**config.mk**
```make
export PLATFORM = sky130hd
export DESIGN_NAME = sysa_result_drain_flat
export DESIGN_NICKNAME = d
export VERILOG_FILES = /design/src/rtl/sysa_result_drain_pkg.sv /design/src/rtl/sysa_result_drain_if.sv /design/src/rtl/sysa_result_drain_wb_if.sv /design/src/rtl/sysa_result_drain.sv /design/src/flat_wrapper.sv
export SDC_FILE = /design/constraint.sdc
export NUM_CORES = 1
export LEC_CHECK = 0
export ABC_AREA = 1
export BUFFER_PORTS_ARGS = -buffer_cell sky130_fd_sc_hd__clkbuf_2
export CAP_MARGIN = 10
export CORE_AREA = 2 2 230 232
export CTS_BUF_LIST = sky130_fd_sc_hd__clkbuf_8
export DETAILED_ROUTE_END_ITERATION = 7
export DIE_AREA = 0 0 232 234
export PLACE_DENSITY = 0.56
export SLEW_MARGIN = 5
export SYNTH_ARGS = -nofsm -noshare
export SYNTH_HDL_FRONTEND = slang
export SYNTH_SLANG_ARGS = --single-unit
```
**constraint.sdc**
```tcl
create_clock -name caravel_wb_clk_i -period 6.4 [get_ports caravel_wb_clk_i]
set_input_delay 1.28 -clock caravel_wb_clk_i [delete_from_list [all_inputs] [get_ports caravel_wb_clk_i]]
set_output_delay 1.28 -clock caravel_wb_clk_i [all_outputs]
set_load 0.02 [all_outputs]
```
**src/rtl/sysa_result_drain_pkg.sv**
```systemverilog
// Shared types and constants for the systolic-array result drain.
// Register window, state encoding and buffer indexing helpers.
package edu_tpu_pkg;

  localparam int N     = 3;
  localparam int OUT_W = 16;
  localparam int NRES  = N * N;

  localparam logic [31:0] BASE_ADDRESS = 32'h3000_0100;
  localparam logic [31:0] WIN_BYTES    = 32'h20;
  localparam logic [2:0]  OFF_STATUS   = 3'd0;
  localparam logic [2:0]  OFF_RES0     = 3'd1;
  localparam logic [2:0]  OFF_RESN     = 3'd5;

  typedef enum logic [1:0] {
    IDLE,
    CAPTURE,
    READY
  } drain_state_e;

  typedef logic [OUT_W-1:0] res_t;

  function automatic logic in_window(logic [31:0] a);
    return (a >= BASE_ADDRESS) && ((a - BASE_ADDRESS) < WIN_BYTES);
  endfunction

  // lane k is live for three consecutive counts starting at k
  function automatic logic lane_hit(int k, logic [2:0] cnt);
    return (int'(cnt) >= k) && (int'(cnt) <= k + 2);
  endfunction

  function automatic logic [3:0] res_idx(int k, logic [2:0] cnt);
    return 4'(N * k) + 4'(cnt) - 4'(k);
  endfunction

endpackage

```
**src/rtl/sysa_result_drain_if.sv**
```systemverilog
// Wishbone slave bundle for the result drain.
// Signal names keep the Caravel wrapper's view (_i into the block).
interface sysa_result_drain_if;

  logic        caravel_wb_stb_i;
  logic        caravel_wb_cyc_i;
  logic        caravel_wb_we_i;
  logic [3:0]  caravel_wb_sel_i;
  logic [31:0] caravel_wb_adr_i;
  logic [31:0] caravel_wb_dat_i;
  logic        caravel_wb_ack_o;
  logic [31:0] caravel_wb_dat_o;

  modport master (
    output caravel_wb_stb_i,
    output caravel_wb_cyc_i,
    output caravel_wb_we_i,
    output caravel_wb_sel_i,
    output caravel_wb_adr_i,
    output caravel_wb_dat_i,
    input  caravel_wb_ack_o,
    input  caravel_wb_dat_o
  );

  modport slave (
    input  caravel_wb_stb_i,
    input  caravel_wb_cyc_i,
    input  caravel_wb_we_i,
    input  caravel_wb_sel_i,
    input  caravel_wb_adr_i,
    input  caravel_wb_dat_i,
    output caravel_wb_ack_o,
    output caravel_wb_dat_o
  );

endinterface

```
**src/rtl/sysa_result_drain_wb_if.sv**
```systemverilog
// Wishbone decode, single-cycle registered ack and read mux.
// Control writes are reported as one-cycle strobes on the ack edge.
module drain_wb_if
  import edu_tpu_pkg::*;
(
  input  logic         clk_i,
  input  logic         rst_i,
  sysa_result_drain_if.slave wb,
  input  drain_state_e state_i,
  input  res_t         res_i [NRES],
  output logic         clr_state_o,
  output logic         clr_buf_o,
  output logic         status_acc_o
);

  logic        ack_q;
  logic [31:0] dat_q;
  logic        hit;
  logic [2:0]  off;
  logic [2:0]  w;
  logic [2:0]  st;
  logic [31:0] rdata;
  res_t        pad [NRES+1];
  logic        unused_bits;

  assign off = wb.caravel_wb_adr_i[4:2];
  assign w   = off - OFF_RES0;
  assign hit = wb.caravel_wb_stb_i & wb.caravel_wb_cyc_i
             & in_window(wb.caravel_wb_adr_i) & ~ack_q;

  assign st = (state_i == READY)   ? 3'b010 :
              (state_i == CAPTURE) ? 3'b001 : 3'b000;

  // odd tail entry reads as zero
  always_comb begin
    for (int i = 0; i < NRES; i++) pad[i] = res_i[i];
    pad[NRES] = '0;
  end

  always_comb begin
    rdata = '0;
    unique case (1'b1)
      off == OFF_STATUS:
        rdata = {29'b0, st};
      off >= OFF_RES0 && off <= OFF_RESN:
        rdata = {pad[{w, 1'b1}], pad[{w, 1'b0}]};
      default:
        rdata = '0;
    endcase
  end

  always_ff @(posedge clk_i or posedge rst_i) begin
    if (rst_i) begin
      ack_q <= 1'b0;
      dat_q <= '0;
    end else begin
      ack_q <= hit;
      if (hit) dat_q <= rdata;
    end
  end

  assign wb.caravel_wb_ack_o = ack_q;
  assign wb.caravel_wb_dat_o = dat_q;

  assign status_acc_o = hit & (off == OFF_STATUS);
  assign clr_state_o  = status_acc_o & wb.caravel_wb_we_i
                      & wb.caravel_wb_dat_i[0];
  assign clr_buf_o    = status_acc_o & wb.caravel_wb_we_i
                      & wb.caravel_wb_dat_i[1];

  assign unused_bits = ^{wb.caravel_wb_sel_i,
                         wb.caravel_wb_dat_i[31:2]};

endmodule

```
**src/rtl/sysa_result_drain.sv**
```systemverilog
// De-skews the 3x3 array column outputs into a 9-entry buffer.
// Optional completion interrupt: DRAIN_IRQ_EN.
module sysa_result_drain
  import edu_tpu_pkg::*;
(
  input  logic             caravel_wb_clk_i,
  input  logic             caravel_wb_rst_i,
  input  logic             start_i,
  input  logic [OUT_W-1:0] sa_out1_i,
  input  logic [OUT_W-1:0] sa_out2_i,
  input  logic [OUT_W-1:0] sa_out3_i,
  sysa_result_drain_if.slave wb,
  output logic             busy_o,
  output logic             done_o
`ifdef DRAIN_IRQ_EN
  ,
  output logic             irq_o
`endif
);

  drain_state_e state_q;
  logic [2:0]   cnt_q;
  logic         busy_q;
  logic         done_q;
  res_t         res_q [NRES];
  res_t         lane [N];
  logic         clr_state;
  logic         clr_buf;
  logic         status_acc;
  logic         to_ready;

  assign lane[0] = sa_out1_i;
  assign lane[1] = sa_out2_i;
  assign lane[2] = sa_out3_i;

  assign to_ready = (state_q == CAPTURE) && (cnt_q == 3'd4)
                  && ~clr_state;

  drain_wb_if u_wb (
    .clk_i        (caravel_wb_clk_i),
    .rst_i        (caravel_wb_rst_i),
    .wb           (wb),
    .state_i      (state_q),
    .res_i        (res_q),
    .clr_state_o  (clr_state),
    .clr_buf_o    (clr_buf),
    .status_acc_o (status_acc)
  );

  // buffer clear first so a same-edge capture write overrides it
  always_ff @(posedge caravel_wb_clk_i or posedge caravel_wb_rst_i) begin
    if (caravel_wb_rst_i) begin
      state_q <= IDLE;
      cnt_q   <= '0;
      busy_q  <= 1'b0;
      done_q  <= 1'b0;
      for (int i = 0; i < NRES; i++) res_q[i] <= '0;
    end else begin
      if (clr_buf) begin
        for (int i = 0; i < NRES; i++) res_q[i] <= '0;
      end
      if (start_i && state_q != CAPTURE) begin
        state_q <= CAPTURE;
        cnt_q   <= '0;
        busy_q  <= 1'b1;
        done_q  <= 1'b0;
      end else if (clr_state) begin
        state_q <= IDLE;
        cnt_q   <= '0;
        busy_q  <= 1'b0;
        done_q  <= 1'b0;
      end else if (state_q == CAPTURE) begin
        for (int k = 0; k < N; k++) begin
          if (lane_hit(k, cnt_q))
            res_q[res_idx(k, cnt_q)] <= lane[k];
        end
        cnt_q <= cnt_q + 3'd1;
        if (to_ready) begin
          state_q <= READY;
          busy_q  <= 1'b0;
          done_q  <= 1'b1;
        end
      end
    end
  end

  assign busy_o = busy_q;
  assign done_o = done_q;

`ifdef DRAIN_IRQ_EN
  logic irq_q;

  always_ff @(posedge caravel_wb_clk_i or posedge caravel_wb_rst_i) begin
    if (caravel_wb_rst_i) irq_q <= 1'b0;
    else if (to_ready)    irq_q <= 1'b1;
    else if (status_acc)  irq_q <= 1'b0;
  end

  assign irq_o = irq_q;
`else
  logic unused_status;
  assign unused_status = status_acc;
`endif

endmodule

```
**src/flat_wrapper.sv**
```systemverilog
// flat-port wrapper written by rule: the top's interface ports become plain ports
module sysa_result_drain_flat import edu_tpu_pkg::*;
  (caravel_wb_clk_i, caravel_wb_rst_i, start_i, sa_out1_i, sa_out2_i, sa_out3_i, busy_o, done_o, wb_caravel_wb_stb_i, wb_caravel_wb_cyc_i, wb_caravel_wb_we_i, wb_caravel_wb_sel_i, wb_caravel_wb_adr_i, wb_caravel_wb_dat_i, wb_caravel_wb_ack_o, wb_caravel_wb_dat_o);
  sysa_result_drain_if wb_i ();
  input  logic caravel_wb_clk_i;
  input  logic caravel_wb_rst_i;
  input  logic start_i;
  input  logic [OUT_W-1:0] sa_out1_i;
  input  logic [OUT_W-1:0] sa_out2_i;
  input  logic [OUT_W-1:0] sa_out3_i;
  output logic busy_o;
  output logic done_o;
  input wire logic [$bits(wb_i.caravel_wb_stb_i)-1:0] wb_caravel_wb_stb_i;
  input wire logic [$bits(wb_i.caravel_wb_cyc_i)-1:0] wb_caravel_wb_cyc_i;
  input wire logic [$bits(wb_i.caravel_wb_we_i)-1:0] wb_caravel_wb_we_i;
  input wire logic [$bits(wb_i.caravel_wb_sel_i)-1:0] wb_caravel_wb_sel_i;
  input wire logic [$bits(wb_i.caravel_wb_adr_i)-1:0] wb_caravel_wb_adr_i;
  input wire logic [$bits(wb_i.caravel_wb_dat_i)-1:0] wb_caravel_wb_dat_i;
  output wire logic [$bits(wb_i.caravel_wb_ack_o)-1:0] wb_caravel_wb_ack_o;
  output wire logic [$bits(wb_i.caravel_wb_dat_o)-1:0] wb_caravel_wb_dat_o;
  assign wb_i.caravel_wb_stb_i = wb_caravel_wb_stb_i;
  assign wb_i.caravel_wb_cyc_i = wb_caravel_wb_cyc_i;
  assign wb_i.caravel_wb_we_i = wb_caravel_wb_we_i;
  assign wb_i.caravel_wb_sel_i = wb_caravel_wb_sel_i;
  assign wb_i.caravel_wb_adr_i = wb_caravel_wb_adr_i;
  assign wb_i.caravel_wb_dat_i = wb_caravel_wb_dat_i;
  assign wb_caravel_wb_ack_o = wb_i.caravel_wb_ack_o;
  assign wb_caravel_wb_dat_o = wb_i.caravel_wb_dat_o;
  sysa_result_drain u_core (.caravel_wb_clk_i(caravel_wb_clk_i), .caravel_wb_rst_i(caravel_wb_rst_i), .start_i(start_i), .sa_out1_i(sa_out1_i), .sa_out2_i(sa_out2_i), .sa_out3_i(sa_out3_i), .wb(wb_i), .busy_o(busy_o), .done_o(done_o));
endmodule
```
=== Word level (Yosys, flattened, before mapping) ===
Index checks and enable logic that the tools add are counted.
Widths: inputs -> output; s select.

* Bitwise gates (word level): 14
* Equal/unequal tests: 4
* Order comparisons: 17
* Add/subtract/negate cells: 7
* Multiplexer cells: 46
* Reductions and logical operators: 14

{| class="wikitable"
|+ Operators by type and width
! kind !! count
|-
| $mux 144 || 13
|-
| $bwmux 144 || 3
|-
| $demux 16 s4 || 3
|-
| $bmux 16 s4 || 2
|-
| $mux 16 || 7
|-
| $pmux 32 s2 || 1
|-
| $ge 32x30->1 const B || 1
|-
| $lt 32x6->1 const B || 1
|-
| $sub 32x30->32 const B || 1
|-
| $ge 5x5->1 const B || 5
|-
| $not 4->5 || 4
|-
| $lt 5x1->1 const B || 3
|-
| $logic_and 1x1->1 || 10
|-
| $mux 2 || 5
|-
| $mux 1 || 9
|-
| $mux 3 || 3
|-
| $and 1x1->1 || 7
|-
| $ge 3x1->1 const B || 2
|-
| $le 3x2->1 const B || 2
|-
| $le 3x3->1 const B || 2
|-
| $reduce_bool 3->1 || 2
|-
| $not 3->5 || 1
|-
| $add 2x3->4 const A || 1
|-
| $add 3x3->4 const A || 1
|-
| other kinds (12) || 13
|}

* Output and inout port bits: 35
* Input bits: 122
* Logic and storage cells: 117
* Bits in registers: 184

=== Logic depth before layout (Yosys ltp) ===
* Depth in word-level cells: 24
* Mapped depth: 18

=== Cells and area by module ===
From an unflattened synthesis, not the netlist that was laid out.

* Cells, all modules: 2337
* Area, all modules: 14669.1 um^2

{| class="wikitable"
|+ By module, submodules not included
! module !! sequential area each (um^2) !! instances !! cells an instance !! area an instance (um^2)
|-
| sysa_result_drain || 3728.6 || 1 || 1757 || 11054.4
|-
| drain_wb_if || 825.8 || 1 || 580 || 3614.7
|}

=== Least setup slack after synthesis ===
Ideal clock, no wire load.

* Path kind: input to register
* From: input wb_caravel_wb_adr_i[2]
* To: register u_core.u_wb.dat_q[2], in the netlist u_core.u_wb.wb.caravel_wb_dat_o[2]
* Slack: 2571 ps
* Library setup time: 77 ps
* Buffers on the path: 5
* Data arrival time: 3752 ps
* Required time: 6323 ps
* Stages: 14
* Cells stage by stage: buf_2 inv_2 clkbuf_1 clkbuf_1 clkbuf_1 ha_1 nand2_1 nand2_1 inv_1 or2_2 inv_2 clkbuf_1 a21oi_1 o21ai_1

* Word-level cells in the longest chain between the ends: 6
* Elaborated cells on any way between the ends: 16
* Those cells by class: 2 x add/sub; 4 x order compare; 4 x mux; 3 x bitwise; 3 x reduce/logical

{| class="wikitable"
|+ RTL lines
! element !! RTL line !! RTL
|-
| from (decl) || flat_wrapper.sv:17 || <nowiki>input wire logic [$bits(wb_i.caravel_wb_adr_i)-1:0] wb_caravel_wb_adr_i;</nowiki>
|-
| parallel branches: the longest is 6 deep, another holds $sub 32x30->32 || - ||
|-
| to (signal assigned) || sysa_result_drain_wb_if.sv:58 || <nowiki>if (hit) dat_q <= rdata;</nowiki>
|-
| to (decl) || sysa_result_drain_wb_if.sv:17 || <nowiki>logic [31:0] dat_q;</nowiki>
|}

Parallel ways; which one is timed is not known. The select of a mux whose other input is x is not followed.
A chain may end at the register's enable or synchronous reset.

=== Final worst setup path ===
* From: register u_core.cnt_q[0]
* To: register u_core.res_q[70] (netlist name)

* Word-level cells in the longest chain between the ends: 20
* Elaborated cells on any way between the ends: 44
* Those cells by class: 4 x add/sub; 11 x order compare; 21 x mux; 3 x bitwise; 5 x reduce/logical

{| class="wikitable"
|+ RTL lines
! element !! RTL line !! RTL
|-
| from (decl) || sysa_result_drain.sv:22 || <nowiki>logic [2:0] cnt_q;</nowiki>
|-
| from (signal assigned) || sysa_result_drain.sv:77 || <nowiki>cnt_q <= cnt_q + 3'd1;</nowiki>
|-
| parallel branches: the longest is 16 deep, another holds $ge 5x5->1 || - ||
|-
| $mux 144 * || sysa_result_drain.sv:74 || <nowiki>if (lane_hit(k, cnt_q))</nowiki>
|-
| $mux 144 * || sysa_result_drain.sv:72 || <nowiki>end else if (state_q == CAPTURE) begin</nowiki>
|-
| $mux 144 * || sysa_result_drain.sv:67 || <nowiki>end else if (clr_state) begin</nowiki>
|-
| $mux 144 * || sysa_result_drain.sv:62 || <nowiki>if (start_i && state_q != CAPTURE) begin</nowiki>
|-
| to (signal, indexed assignment) || sysa_result_drain.sv:75 || <nowiki>res_q[res_idx(k, cnt_q)] <= lane[k];</nowiki>
|-
| to (decl) || sysa_result_drain.sv:25 || <nowiki>res_t res_q [NRES];</nowiki>
|}

Mark *: on every way between the ends. The select of a mux whose other input is x is not followed.

==> impl_metrics.csv <==
group,metric,value,unit
run_status,status,"finished clean",
floorplanning,initial_utilization,0.276,
global_routing,grt_pass1_wl,91200,um
place,port_buffers,120,
synthesis,synth_nets,2518,
power_and_ir_drop,p_leak,0.00820,uW
floorplanning,die_y,234,um
worst_setup_path,r2r_start,"u_core.cnt_q[0]",
worst_setup_path,worstSetupStartpointType,"register",
cts,cts_setup_buffers,0,
hold_path,holdCritPathClass,"reg -> reg",
worst_setup_path,cp_slowest_cell,"clkinv_1",
synthesis,yosys-top-cells-count,"694 x nand2_1, 340 x o21ai_0, 252 x inv_1",
global_routing,use_met3,0.0424,
synthesis,ys_ff_latch,182,
synthesis,post_synth_main_area_contributors,"dfrtp_1 32%, nand2_1 18%, o21ai_0 12%, nand3_1 7.5%, inv_1 6.6%",
hold_path,hold_depth,2,
global_routing,use_met1,0.294,
routing,wl,60100,um
place,place.gp.congestion,0.899,
cts,cts_resized,0,
timing,fmax,239,MHz
timing,grt_setup_unrepaired,"no",
worst_setup_path,reg2reg_to,"u_core.res_q[70]",
synthesis,syn_inst,2383,
timing,tns,0,ns
worst_setup_path,max_stage_delay,0.86,ns
worst_setup_path,crit_fanout,27,
timing,hold_viol,0,
power_and_ir_drop,vdd_drop_max,0.000382,V
final_layout,nNetsFinal,2503,
routing,vias_per_cell,5.31,
worst_setup_path,reg2reg_slack,2.22,ns
global_routing,use_met2,0.345,
floorplanning,die_area,54300,um2
timing,setup_violations,0,
timing,period_share,0.653,
cts,cts_made_buffers,17,
global_routing,grt_pass1_vias,15270,
global_routing,antenna_found_initial,3,
routing,drt-wirelength-per-cell,19.6,um
timing,maxSlewHeadroom,0.117,
synthesis,yosysSeqAreaShare,0.317,
synthesis,netlist_area,14400,um2
synthesis,synth_compound_area_frac,0.185,
global_routing,grt_busiest_layer,"met2",
synthesis,yosys_warnings,0,
synthesis,yosysMostFrequentCell,"nand2_1",
routing,drc,0,
cts,clockBufferDepth,2,
worst_setup_path,critPathRequiredTime,6.87,ns
worst_setup_path,path_class,"reg -> reg",
global_routing,grt_max_degree,248,
routing,vias,16290,
worst_setup_path,cp.arrival,4.65,ns
synthesis,synth_adder_area_share,0.0113,
synthesis,synth_top_family_by_area,"simple AND/OR/NAND/NOR gates",
synthesis,yosysTopAreaCellShare,0.317,
cts,ctsHoldBuffers,0,
synthesis,synth_edf_count,0,
routing,drt.antenna.violating_nets,0,
cts,cts_max_level,4,
floorplanning,die_x,232,um
worst_setup_path,rr_worst_depth,16,
timing,skew,0.0199,ns
final_layout,utilization,0.303,
timing,tightest_slew,1.32,ns
routing,drtPass1Iterations,6,
synthesis,muxShareOfSynthArea,0.00139,
final_layout,synthToLayoutAreaGrowth,9.67,%
place,hpwl,39300,um
floorplanning,io_pins,157,
final_layout,drive_gt1_frac,0.0848,
global_routing,grt_usage,0.221,
hold_path,worstHoldStart,"u_core.u_wb.wb.caravel_wb_dat_o[6]",
synthesis,synth-xor-area-share,0.00122,
worst_setup_path,path_cells,"inv_1 > ha_1 > inv_1 > nor2_2 > buf_4 > inv_1 > nand2_1 > nand2_1 > inv_1 > nand3_1 > clkinv_1 > a21oi_1 > nand2_1 > o21ai_0 > nand3_1 > nand2_1",
cts,cts.sinks,182,
floorplanning,core_area,52000,um2
global_routing,grt.overflow.total,0,
job,drv_cap,0,
synthesis,yosys.area.top_type,"dfrtp_1",
cts,worstSkewPairLatency,0.54,ns
synthesis,synthFlopType,"dfrtp_1",
timing,setup_slack,2.22,ns
cts,clkTransAtPathRegs,0.11,ns
timing,finalCriticalPeriod,4.18,ns
hold_path,min_to,"u_core.u_wb.wb.caravel_wb_dat_o[6]",
place,dpl_worst_slack,1.92,ns
floorplanning,num_rows,84,
synthesis,synth-simple-area-share,0.366,
timing,maxSlewViolCount,0,
cts,ctsRootBufferMaster,"clkbuf_8",
synthesis,synth_cell_types,35,
power_and_ir_drop,powerDensity,418,nW/um2
synthesis,postSynthAreaPerCell,6.03,um2
routing,drt-initial-drc-count,1748,
cts,cts_tree,"yes",
worst_setup_path,endpoint_kind,"register",
synthesis,async_reset_ff_frac,1.00,
[flip-flops by register name, summed over array words and instances (netlist names)]
register                         flops
u_core.state_q                       1
u_core.cnt_q                         3
u_core.done_o                        1
u_core.u_wb.wb.caravel_wb_dat_o     32
u_core.u_wb.wb.caravel_wb_ack_o      1
u_core.res_q                       144
[cell families (layout without fill, tap and decap cells)]
logic type,after synthesis,count (layout)
adder cells (fa/ha/maj),13,13
AND/OR/NAND/NOR,1227,1227
XOR/XNOR,2,2
AO/OA/AOI/OAI,520,520
other,0,1
flip-flops,182,182
buffers and inverters,437,435
multiplexers,2,2
[stage by stage]
step | std cells | total power, uW | instance area (um2) | hold slack [ns]
2_1_floorplan | 2383 | 4720 | 14400 | 0.519
3_3_place_gp | 3037 | 5560 | 15300 | 0.473
3_5_place_dp | 3037 | 5650 | 15300 | 0.474
4_1_cts | 3069 | 6550 | 15800 | 0.503
5_1_grt | 3070 | 7250 | 15800 | 0.530
6_report | 3070 | 6590 | 15800 | 0.495
[cells in the final DEF, fill, tap and decap left out, types with 2 or more instances in the layout]
cell          n
o21ai_0     340
clkinv_4      2
nand4_1     116
a31oi_1       7
nand2_1     693
inv_8         2
ha_1         12
a21oi_1     143
clkinvlp_4    3
mux2i_1       2
clkbuf_2    120
bufinv_16     2
nor4_1        2
nand3_1     215
a311o_1       3
nor2_2        8
clkbuf_8     19
inv_6         4
o21ai_1       9
buf_4        20
dfrtp_1     182
or2_2         2
o32ai_1       2
nor2_1      176
inv_1       251
xor2_1        2
clkinv_1      3
nor2_4        4
o22ai_1      14
inv_2         6
nand3b_1      3
buf_12        2
[metal layers]
| metal | routed length, um | share of wire | vias up |
|---|---|---|---|
| li1 | - | - | 7760 |
| met1 | 25700 | 0.43 | 7628 |
| met2 | 26600 | 0.44 | 772 |
| met3 | 5200 | 0.086 | 126 |
| met4 | 2660 | 0.044 | 4 |
| met5 | 27 | 0.00045 | - |
[how the worst max path moves through the flow]
stage,start,to,slack [ns],cells past startpoint
6_report,u_core.cnt_q[0],u_core.res_q[70],2.22,16
3_5_place_dp,wb_caravel_wb_adr_i[18],u_core.res_q[95],1.92,16
2_1_floorplan,caravel_wb_rst_i,u_core.cnt_q[0],0.18,1
4_1_cts,u_core.cnt_q[0],u_core.res_q[70],2.36,16
3_3_place_gp,wb_caravel_wb_adr_i[18],u_core.res_q[92],1.94,16
5_1_grt,u_core.cnt_q[0],u_core.res_q[78],1.94,16
[report_power, final]
part           total, uW  leakage [uW]  switching (uW)  internal (uW)
Clock                891      0.000205             512            379
Combinational       3820       0.00580            2580           1240
Sequential          1880       0.00220             236           1640
Total               6590       0.00820            3330           3260
[area by class of cell]
type	instances	area, um2
inverters	261	987
clock inverters	13	163
multi-input cells	1764	8150
clock buffers	19	262
flip-flops and latches	182	4550
diodes	1	2.50
fillers	5867	36300
well taps	688	861
repair buffers	142	791
[critical path: cells and delay by family (launching register included)]
family | cells | cell delay (ns)
buffers and inverters | 6 | 1.82
AND/OR/NAND/NOR | 7 | 0.98
flip-flops | 1 | 0.56
AO/OA/AOI/OAI | 2 | 0.52
adder cells (fa/ha/maj) | 1 | 0.23
Power figures use the tool's default switching activity.
